===== config.mk =====
export PLATFORM = sky130hd
export DESIGN_NAME = if_fetch_unit_flat
export DESIGN_NICKNAME = d
export VERILOG_FILES = /design/src/rtl/if_fetch_unit_if.sv /design/src/rtl/if_fetch_unit.sv /design/src/flat_wrapper.sv
export SDC_FILE = /design/constraint.sdc
export NUM_CORES = 1
export LEC_CHECK = 0
export CORE_MARGIN = 1.5
export CORE_UTILIZATION = 40
export CTS_BUF_LIST = sky130_fd_sc_hd__clkbuf_2 sky130_fd_sc_hd__clkbuf_4 sky130_fd_sc_hd__clkbuf_8
export CTS_CLUSTER_SIZE = 25
export DETAILED_ROUTE_END_ITERATION = 8
export GPL_TIMING_DRIVEN = 0
export HOLD_SLACK_MARGIN = 0.05
export MAX_ROUTING_LAYER = met4
export PLACE_DENSITY = 0.7
export SYNTH_ARGS = -nofsm -noshare
export SYNTH_HDL_FRONTEND = slang
export SYNTH_SLANG_ARGS = --single-unit

===== constraint.sdc =====
create_clock -name clk -period 2.08 [get_ports clk]
set_input_delay 0.416 -clock clk [delete_from_list [all_inputs] [get_ports clk]]
set_output_delay 0.416 -clock clk [all_outputs]
set_load 0.005 [all_outputs]

===== src/rtl/if_fetch_unit_if.sv =====
// if_fetch_unit_if
//   Bundles the instruction-fetch bus: the ROM port (chip enable, address,
//   read data), the redirect inputs (flush/branch) and the valid/ready
//   handshake toward the ID stage.
//   master : the fetch unit (drives ROM request and ID outputs)
//   slave  : the surrounding environment (ROM, ctrl, ID stage)
interface if_fetch_unit_if;
    logic        rom_ce;
    logic [31:0] rom_addr;
    logic [31:0] rom_inst;
    logic        flush;
    logic [31:0] flush_pc;
    logic        br_flag;
    logic [31:0] br_target;
    logic        id_ready;
    logic        id_valid;
    logic [31:0] id_pc;
    logic [31:0] id_inst;
    logic        id_adel;

    modport master (
        output rom_ce, rom_addr, id_valid, id_pc, id_inst, id_adel,
        input  rom_inst, flush, flush_pc, br_flag, br_target, id_ready
    );

    modport slave (
        input  rom_ce, rom_addr, id_valid, id_pc, id_inst, id_adel,
        output rom_inst, flush, flush_pc, br_flag, br_target, id_ready
    );
endinterface


===== src/rtl/if_fetch_unit.sv =====
// if_fetch_unit
//   Instruction-fetch initiator for the instruction ROM. Holds the PC, drives
//   the ROM chip enable and address, captures the combinational ROM word and
//   queues {pc, inst, adel} in a small buffer that feeds ID over valid/ready.
//   Flush (from ctrl, highest priority) and branch (from ID) redirects empty
//   the buffer and discard the in-flight ROM word.
//
//   Ports:
//     clk    : clock, rising edge
//     rst_n  : asynchronous active-low reset
//     bus    : if_fetch_unit_if.master (ROM port, redirects, ID handshake)
//
//   Parameters:
//     RESET_PC  : first fetch address after reset (word aligned)
//     BUF_DEPTH : fetch buffer entries (>=2, power of two)
//
//   Optional feature macro IF_ADEL_CHECK_EN:
//     defined   : misaligned redirect targets are loaded as-is; the next push
//                 enqueues an address-error entry and fetch stops until the
//                 next redirect.
//     undefined : redirect targets are word aligned on load, id_adel is 0.
//
//   state   | meaning
//   --------+-----------------------------------------------
//   ST_IDLE | just out of reset, rom_ce low, nothing fetched
//   ST_RUN  | fetching; left only through reset
module if_fetch_unit #(
    parameter logic [31:0] RESET_PC  = 32'h0000_0000,
    parameter int          BUF_DEPTH = 2
) (
    input  logic            clk,
    input  logic            rst_n,
    if_fetch_unit_if.master bus
);
    localparam int PTR_W = $clog2(BUF_DEPTH);
    localparam int CNT_W = PTR_W + 1;
    localparam logic [CNT_W-1:0] CNT_FULL = CNT_W'(BUF_DEPTH);

    typedef enum logic {
        ST_IDLE = 1'b0,
        ST_RUN  = 1'b1
    } state_t;

    state_t            state_q, state_d;
    logic [31:0]       pc_q, pc_d;
    logic              rom_ce_q, rom_ce_d;
    logic [CNT_W-1:0]  count_q, count_d;
    logic [PTR_W-1:0]  rd_ptr_q, rd_ptr_d;
    logic [PTR_W-1:0]  wr_ptr_q, wr_ptr_d;
    logic [31:0]       buf_pc_q   [BUF_DEPTH];
    logic [31:0]       buf_pc_d   [BUF_DEPTH];
    logic [31:0]       buf_inst_q [BUF_DEPTH];
    logic [31:0]       buf_inst_d [BUF_DEPTH];
`ifdef IF_ADEL_CHECK_EN
    logic              buf_adel_q [BUF_DEPTH];
    logic              buf_adel_d [BUF_DEPTH];
`endif

    logic              run;
    logic              id_valid;
    logic              redirect;
    logic              pop;
    logic              push;
    logic [31:0]       target;

    assign run      = (state_q == ST_RUN);
    assign id_valid = (count_q != '0);

    always_comb begin
        state_d    = state_q;
        pc_d       = pc_q;
        rom_ce_d   = rom_ce_q;
        count_d    = count_q;
        rd_ptr_d   = rd_ptr_q;
        wr_ptr_d   = wr_ptr_q;
        buf_pc_d   = buf_pc_q;
        buf_inst_d = buf_inst_q;
`ifdef IF_ADEL_CHECK_EN
        buf_adel_d = buf_adel_q;
`endif

        redirect = run & (bus.flush | bus.br_flag);
        target   = bus.flush ? bus.flush_pc : bus.br_target;
`ifndef IF_ADEL_CHECK_EN
        target   = target & 32'hFFFF_FFFC;
`endif
        pop  = id_valid & bus.id_ready;
        // A full buffer still accepts a word when the head leaves this cycle.
        push = run & rom_ce_q & ~bus.flush & ~bus.br_flag
             & ((count_q < CNT_FULL) | pop);

        case (state_q)
            ST_IDLE: begin
                state_d  = ST_RUN;
                rom_ce_d = 1'b1;
            end
            ST_RUN: begin
                if (redirect) begin
                    // Any coincident pop is dropped along with the buffer.
                    pc_d     = target;
                    rom_ce_d = 1'b1;
                    count_d  = '0;
                    rd_ptr_d = '0;
                    wr_ptr_d = '0;
                end else begin
                    if (push) begin
                        buf_pc_d[wr_ptr_q] = pc_q;
`ifdef IF_ADEL_CHECK_EN
                        if (pc_q[1:0] != 2'b00) begin
                            // Misaligned fetch: report it once, then park.
                            buf_inst_d[wr_ptr_q] = 32'h0;
                            buf_adel_d[wr_ptr_q] = 1'b1;
                            rom_ce_d             = 1'b0;
                        end else begin
                            buf_inst_d[wr_ptr_q] = bus.rom_inst;
                            buf_adel_d[wr_ptr_q] = 1'b0;
                        end
`else
                        buf_inst_d[wr_ptr_q] = bus.rom_inst;
`endif
                        wr_ptr_d = wr_ptr_q + PTR_W'(1);
                        pc_d     = pc_q + 32'd4;
                    end
                    if (pop) begin
                        rd_ptr_d = rd_ptr_q + PTR_W'(1);
                    end
                    count_d = count_q + CNT_W'(push) - CNT_W'(pop);
                end
            end
            default: state_d = ST_IDLE;
        endcase
    end

    always_ff @(posedge clk or negedge rst_n) begin
        if (!rst_n) begin
            state_q    <= ST_IDLE;
            pc_q       <= RESET_PC;
            rom_ce_q   <= 1'b0;
            count_q    <= '0;
            rd_ptr_q   <= '0;
            wr_ptr_q   <= '0;
            buf_pc_q   <= '{default: '0};
            buf_inst_q <= '{default: '0};
`ifdef IF_ADEL_CHECK_EN
            buf_adel_q <= '{default: 1'b0};
`endif
        end else begin
            state_q    <= state_d;
            pc_q       <= pc_d;
            rom_ce_q   <= rom_ce_d;
            count_q    <= count_d;
            rd_ptr_q   <= rd_ptr_d;
            wr_ptr_q   <= wr_ptr_d;
            buf_pc_q   <= buf_pc_d;
            buf_inst_q <= buf_inst_d;
`ifdef IF_ADEL_CHECK_EN
            buf_adel_q <= buf_adel_d;
`endif
        end
    end

    assign bus.rom_ce   = rom_ce_q;
    assign bus.rom_addr = pc_q;
    assign bus.id_valid = id_valid;
    assign bus.id_pc    = id_valid ? buf_pc_q[rd_ptr_q]   : 32'h0;
    assign bus.id_inst  = id_valid ? buf_inst_q[rd_ptr_q] : 32'h0;
`ifdef IF_ADEL_CHECK_EN
    assign bus.id_adel  = id_valid ? buf_adel_q[rd_ptr_q] : 1'b0;
`else
    assign bus.id_adel  = 1'b0;
`endif

endmodule


===== src/flat_wrapper.sv =====
// flat-port wrapper written by rule: the top's interface ports become plain ports
module if_fetch_unit_flat 
#(
    parameter logic [31:0] RESET_PC  = 32'h0000_0000,
    parameter int          BUF_DEPTH = 2
)
  (clk, rst_n, bus_rom_ce, bus_rom_addr, bus_id_valid, bus_id_pc, bus_id_inst, bus_id_adel, bus_rom_inst, bus_flush, bus_flush_pc, bus_br_flag, bus_br_target, bus_id_ready);
  if_fetch_unit_if bus_i ();
  input  logic clk;
  input  logic rst_n;
  output wire logic [$bits(bus_i.rom_ce)-1:0] bus_rom_ce;
  output wire logic [$bits(bus_i.rom_addr)-1:0] bus_rom_addr;
  output wire logic [$bits(bus_i.id_valid)-1:0] bus_id_valid;
  output wire logic [$bits(bus_i.id_pc)-1:0] bus_id_pc;
  output wire logic [$bits(bus_i.id_inst)-1:0] bus_id_inst;
  output wire logic [$bits(bus_i.id_adel)-1:0] bus_id_adel;
  input wire logic [$bits(bus_i.rom_inst)-1:0] bus_rom_inst;
  input wire logic [$bits(bus_i.flush)-1:0] bus_flush;
  input wire logic [$bits(bus_i.flush_pc)-1:0] bus_flush_pc;
  input wire logic [$bits(bus_i.br_flag)-1:0] bus_br_flag;
  input wire logic [$bits(bus_i.br_target)-1:0] bus_br_target;
  input wire logic [$bits(bus_i.id_ready)-1:0] bus_id_ready;
  assign bus_rom_ce = bus_i.rom_ce;
  assign bus_rom_addr = bus_i.rom_addr;
  assign bus_id_valid = bus_i.id_valid;
  assign bus_id_pc = bus_i.id_pc;
  assign bus_id_inst = bus_i.id_inst;
  assign bus_id_adel = bus_i.id_adel;
  assign bus_i.rom_inst = bus_rom_inst;
  assign bus_i.flush = bus_flush;
  assign bus_i.flush_pc = bus_flush_pc;
  assign bus_i.br_flag = bus_br_flag;
  assign bus_i.br_target = bus_br_target;
  assign bus_i.id_ready = bus_id_ready;
  if_fetch_unit #(.RESET_PC(RESET_PC), .BUF_DEPTH(BUF_DEPTH)) u_core (.clk(clk), .rst_n(rst_n), .bus(bus_i));
endmodule

### After elaboration in Yosys (flattened, before gate mapping)

Cells that the tools add are included.

* bits in registers: 166
* output and inout bits: 99

* reductions and logical operators: 7
* eq/ne operators: 1
* bitwise operators: 14
* multiplexer cells: 22
* $lt $le $gt $ge: 4
* add/sub/neg operators: 5

Operators by type and width (count)
* $mux W32: 12
* $bwmux W64: 2
* $add A32 B3 Y32 const B: 1
* $demux W32 S1: 1
* $and A1 B1 Y1: 6
* $reduce_bool A2 Y1: 3
* $mux W1: 5
* $ge A2 B2 Y1 const B: 2
* $not A1 Y1: 4
* $not A1 Y2: 2
* $reduce_and A2 Y1: 2
* $reduce_and A3 Y1: 1
* $add A1 B1 Y1 const B: 2
* $add A2 B1 Y2: 1
* $lt A2 B1 Y1 const B: 1
* $lt A2 B2 Y1 const B: 1
* $mux W2: 1
* $ne A2 B2 Y1 const B: 1
* $or A1 B1 Y1: 2
* $pmux W1 S2: 1
* $sub A2 B1 Y2: 1
* $logic_and A1 B1 Y1: 1

### Logic depth before layout (Yosys ltp)

* depth in word-level cells: 7
* mapped depth: 10

### Least setup slack after synthesis

Ideal clock, no wire load.

* kind: input to register
* start: input bus_flush
* end: register u_core.buf_inst_q[56] (netlist name)
* arrival time: 2.006 ns
* slack: -0.050 ns
* stages on the path: 8
* path buffers: 3
* library setup time: 0.125 ns
* cell sequence: clkbuf_1 > nor3b_2 > nand3_1 > inv_2 > nand2b_1 > clkbuf_1 > buf_2 > mux2_2

* longest elaborated chain between the ends: 5

RTL lines
* start: declaration: line flat_wrapper.sv:18 `input wire logic [$bits(bus_i.flush)-1:0] bus_flush;`
* $not A1 Y1: line if_fetch_unit.sv:89 `push = run & rom_ce_q & ~bus.flush & ~bus.br_flag`
* $and A1 B1 Y1 (2 in a row): line if_fetch_unit.sv:89
* $and A1 B1 Y1: line if_fetch_unit.sv:90 `& ((count_q < CNT_FULL) | pop);`
* $reduce_and A3 Y1 (no source line) *
* end signal: assignment: line if_fetch_unit.sv:155 `buf_inst_q <= buf_inst_d;`
* end: declaration: line if_fetch_unit.sv:52 `logic [31:0] buf_inst_q [BUF_DEPTH];`

Every way passes the cells marked *; elsewhere a longest branch is shown, timed or not.
A chain may end at the register's enable or synchronous reset.

### Worst setup path after layout

* start: register u_core.rd_ptr_q
* end: output bus_id_pc[17]

* longest elaborated chain between the ends: 5

RTL lines
* start: declaration: line if_fetch_unit.sv:48 `logic [PTR_W-1:0] rd_ptr_q, rd_ptr_d;`
* start signal: assignment: line if_fetch_unit.sv:152 `rd_ptr_q <= rd_ptr_d;`
* $not A1 Y2 (not written as such): line if_fetch_unit.sv:165 `assign bus.id_pc = id_valid ? buf_pc_q[rd_ptr_q] : 32'h0;`
* $mux W32 (not written as such) (3 in a row): line if_fetch_unit.sv:165
* $mux W32: line if_fetch_unit.sv:165
* end: declaration: line flat_wrapper.sv:14 `output wire logic [$bits(bus_i.id_pc)-1:0] bus_id_pc;`

Every way passes these cells. The select of a mux whose other input is x is not followed.

==> results by group <==
Outcome
  – Run status: finished with violations
  – Violated checks: negative setup slack

Die
  – Starting Density: 41.32%
  – Horizontal die dimension: 142.7 um
  – Std-Cell Rows: 50
  – Height of the chip: 142.7 um
  – Num ports: 200
  – Area of the core: 18,890 um^2
  – Total Die Area: 20,370 um^2

Timing
  – WHS: 0.4936 ns
  – Final clock period utilization by the worst path: 104.2%
  – Unrepaired setup endpoints after global routing: true
  – Slew of the pin with the lowest slew margin: 0.6530 ns
  – Slew margin rel.: 56.47%
  – Time the worst path needs with I/O delays and setup: 2.166 ns
  – Setup-failing EPs final: 5
  – F_max: 0.4616 GHz
  – Final worst slack: -0.08632 ns
  – Skew final: 0.009358 ns
  – Fin. max-slew vios: 0
  – Fin. Hold Viols: 0

Worst setup path
  – CP Capture Type: output pin
  – Type of origin of the critical path: flip-flop
  – Required time of the critical path: 1.66 ns
  – Critical path's top delay family: flip-flops
  – WP buf/inv: 3
  – Arrival time reported for the critical path endpoint: 1.75 ns
  – Critical Setup Path Class: flip-flop to output pin
  – Master of the slowest instance on the critical path: dfrtp_4
  – Ordered list of cells on the worst path: buf_12, clkbuf_16, mux2i_1, nor2_1, buf_2
  – CP peak stage delay: 0.51 ns
  – Maximum fanout count along the critical path: 5

Clocking
  – Sink Count: 160
  – Clk Tree Root Cell: clkbuf_8
  – Total clock buffers created by CTS: 17
  – CTS clk-pin slew, worst paths: 0.08 ns
  – H-tree Lvls: 4
  – Latest clock arrival within the worst-skew pair: 0.44 ns
  – Max Root-Sink Buffers: 2
  – CTS tree: yes

GRT
  – Antenna violations before repair: 0
  – Global-route wire length before repair: 32,630 um
  – Global router's overall resource usage: 21.69%
  – Vias in the first global route: 6,038
  – Maximum number of pins on one net before global-route repair: 104
  – Gr ovfl total: 0

Pwr
  – Power per standard cell area: 875.2 nW/um^2
  – Worst IR drop on VDD: 382.7 uV
  – Leakage power: 4.549 nW

Logic synthesis
  – Share of synthesized registers carrying an async set or reset: 100.0%
  – Cell area after technology mapping: 7807 um^2
  – Seq cells post-synth: 160
  – Most used DFF post-synth: dfrtp_1
  – Number of warnings printed during yosys synthesis: 0
  – Synth Area per Inst: 11.52 um^2
  – Number of distinct standard cells referenced by the synthesized netlist: 33
  – Number of enable flip-flop cells after synthesis: 0
  – Number of instances in the synthesized netlist: 678
  – Seq/Total Area, Yosys: 51.28%

Drt
  – Mean number of vias per cell: 5.103
  – Total wirelength of the detailed-routed design: 21,080 um
  – Average wire per cell in the routed design: 17.72 um
  – Initial detailed-routing violation count: 286
  – Total iterations of the first detailed-routing run: 5
  – Antenna Violating Nets Remaining: 0
  – Overall via count from detail_route: 6,073
  – # DRC: 0

Placement
  – Cell count after placement: 1,132
  – Detailed Place HPWL: 14,530 um
  – Port-buffer cells: 189
  – Placement Cell Area: 10,080 um^2
  – RD Place Congestion: 0.8084

Flow run
  – Number of max-cap violations: 0

Layout
  – Number of non-filler instances in the completed layout: 1,190
  – Area added between synthesis and finish: 38.25%
  – Net count, final: 1,025
  – Final core area utilization: 57.13%
  – Antenna Cells: 0
  – Share of layout cells above drive strength 1: 31.61%
  – Final standard cell area without fillers: 10,790 um^2

Hold path
  – Worst min path class: primary input to async pin
report_power, final:
| group | internal [mW] | switching (mW) | total, mW |
|---|---|---|---|
| logic | 1.64 | 1.11 | 2.75 |
| clock network | 1.00 | 1.07 | 2.06 |
| registers | 4.05 | 0.584 | 4.63 |
registers in the layout (all words and copies together) (netlist names):
signal / count
u_core.bus.rom_addr: 30
u_core.buf_pc_q: 60
u_core.rd_ptr_q: 1
u_core.buf_inst_q: 64
u_core.bus.rom_ce: 1
u_core.wr_ptr_q: 1
u_core.count_q: 2
u_core.run: 1
timing repair:
action / in CTS / in global routing
hold buffers: 1 / 0
buffers inserted: 20 / 6
endpoints found under the setup margin: 209 / 185
resized for setup: 222 / 119
cloned: 4 / 1
endpoints found under the hold margin: 57 / 0
pin swaps: 14 / 20
kinds of logic after synthesis:
group / synth area share [%]
xor+xnor: 3.478
compound gates: 5.224
fa+ha+maj: 0.4808
mux: 25.22
other cells: 0.09619
buf+inv: 3.157
flops: 51.28
simple gates: 11.06
final cells by class:
| cell class | count | area, um^2 |
|---|---|---|
| well taps | 260 | 325.3 |
| multi-input cells | 465 | 3744 |
| flip-flops and latches | 160 | 4019 |
| clock buffers | 21 | 276.5 |
| inverters | 7 | 28.78 |
| fillers | 1693 | 8099 |
| repair buffers | 221 | 1934 |
| clock inverters | 7 | 65.06 |
| plain buffers | 49 | 401.6 |
cell usage in the layout (no fill, tap or decap), types with 7 or more instances in the layout:
master,instances
mux2_1,18
mux2i_1,54
clkbuf_8,19
dfrtp_1,150
buf_2,41
nand4_1,8
xnor2_1,25
nand3_1,8
buf_4,38
nand2_1,23
a21oi_1,26
clkbuf_1,13
clkdlybuf4s50_1,124
o21ai_0,10
nor2_1,69
mux2i_2,7
nor2b_1,29
dfrtp_2,9
mux2_2,100
clkbuf_2,30
clkbuf_16,7
a211oi_1,28
synth_stat cells (4+ instances only):
library cell    n  area, um^2
a21oi_1        26       130.1
xnor2_1        25       219.0
buf_2          11       55.05
nor2_1         70       262.8
xor2_1          6       52.55
nor2b_1        29       181.4
nand4_1         8       50.05
nor3_1          7       35.03
nand3_1        11       55.05
mux2i_1        64       640.6
dfrtp_1       160        4004
nand2b_1        4       25.02
clkbuf_1       34       127.6
mux2_1         18       202.7
a211oi_1       28       210.2
inv_1           6       22.52
nor4_1         12       75.07
mux2_2        100        1126
nand2_1        23       86.33
buf_4           5       37.54
o21ai_0        10       50.05
per-layer routing:
layer | share of wire [%] | vias up | GRT usage (%) | wire (um)
met5 | 0 | - | - | 0
met4 | 1.1 | 0 | 6.240 | 229
met3 | 6.0 | 21 | 4.661 | 1269
met2 | 47 | 227 | 33.93 | 9927
met1 | 46 | 2975 | 28.48 | 9653
li1 | - | 2850 | - | -
metrics by stage:
stage / setup TNS, ns / total power, mW / setup slack [ns]
floorplan: 0 / 6.038 / 0.03535
global placement: -1097.02 / 7.170 / -6.027
detailed placement: -141.35 / 7.267 / -0.9431
CTS: -3.970 / 9.436 / -0.1502
global route: -2.145 / 10.03 / -0.1269
finish: -0.1728 / 9.447 / -0.08632
worst paths after layout:
path                                          from                       to  slack (ns)  cells past startpoint
setup / recovery                   u_core.rd_ptr_q            bus_id_pc[17]       -0.09                      5
hold / removal                               rst_n    u_core.buf_inst_q[12]        0.49                      2
setup reg to reg           u_core.bus.rom_addr[22]  u_core.bus.rom_addr[31]        0.02                      6
hold reg to reg                u_core.buf_pc_q[42]      u_core.buf_pc_q[42]        0.49                      2
max in group asynchronous                    rst_n          u_core.rd_ptr_q        0.70                      3
min in group clk               u_core.buf_pc_q[42]      u_core.buf_pc_q[42]        0.49                      2
Note: power is estimated with default switching activity, not from simulation.
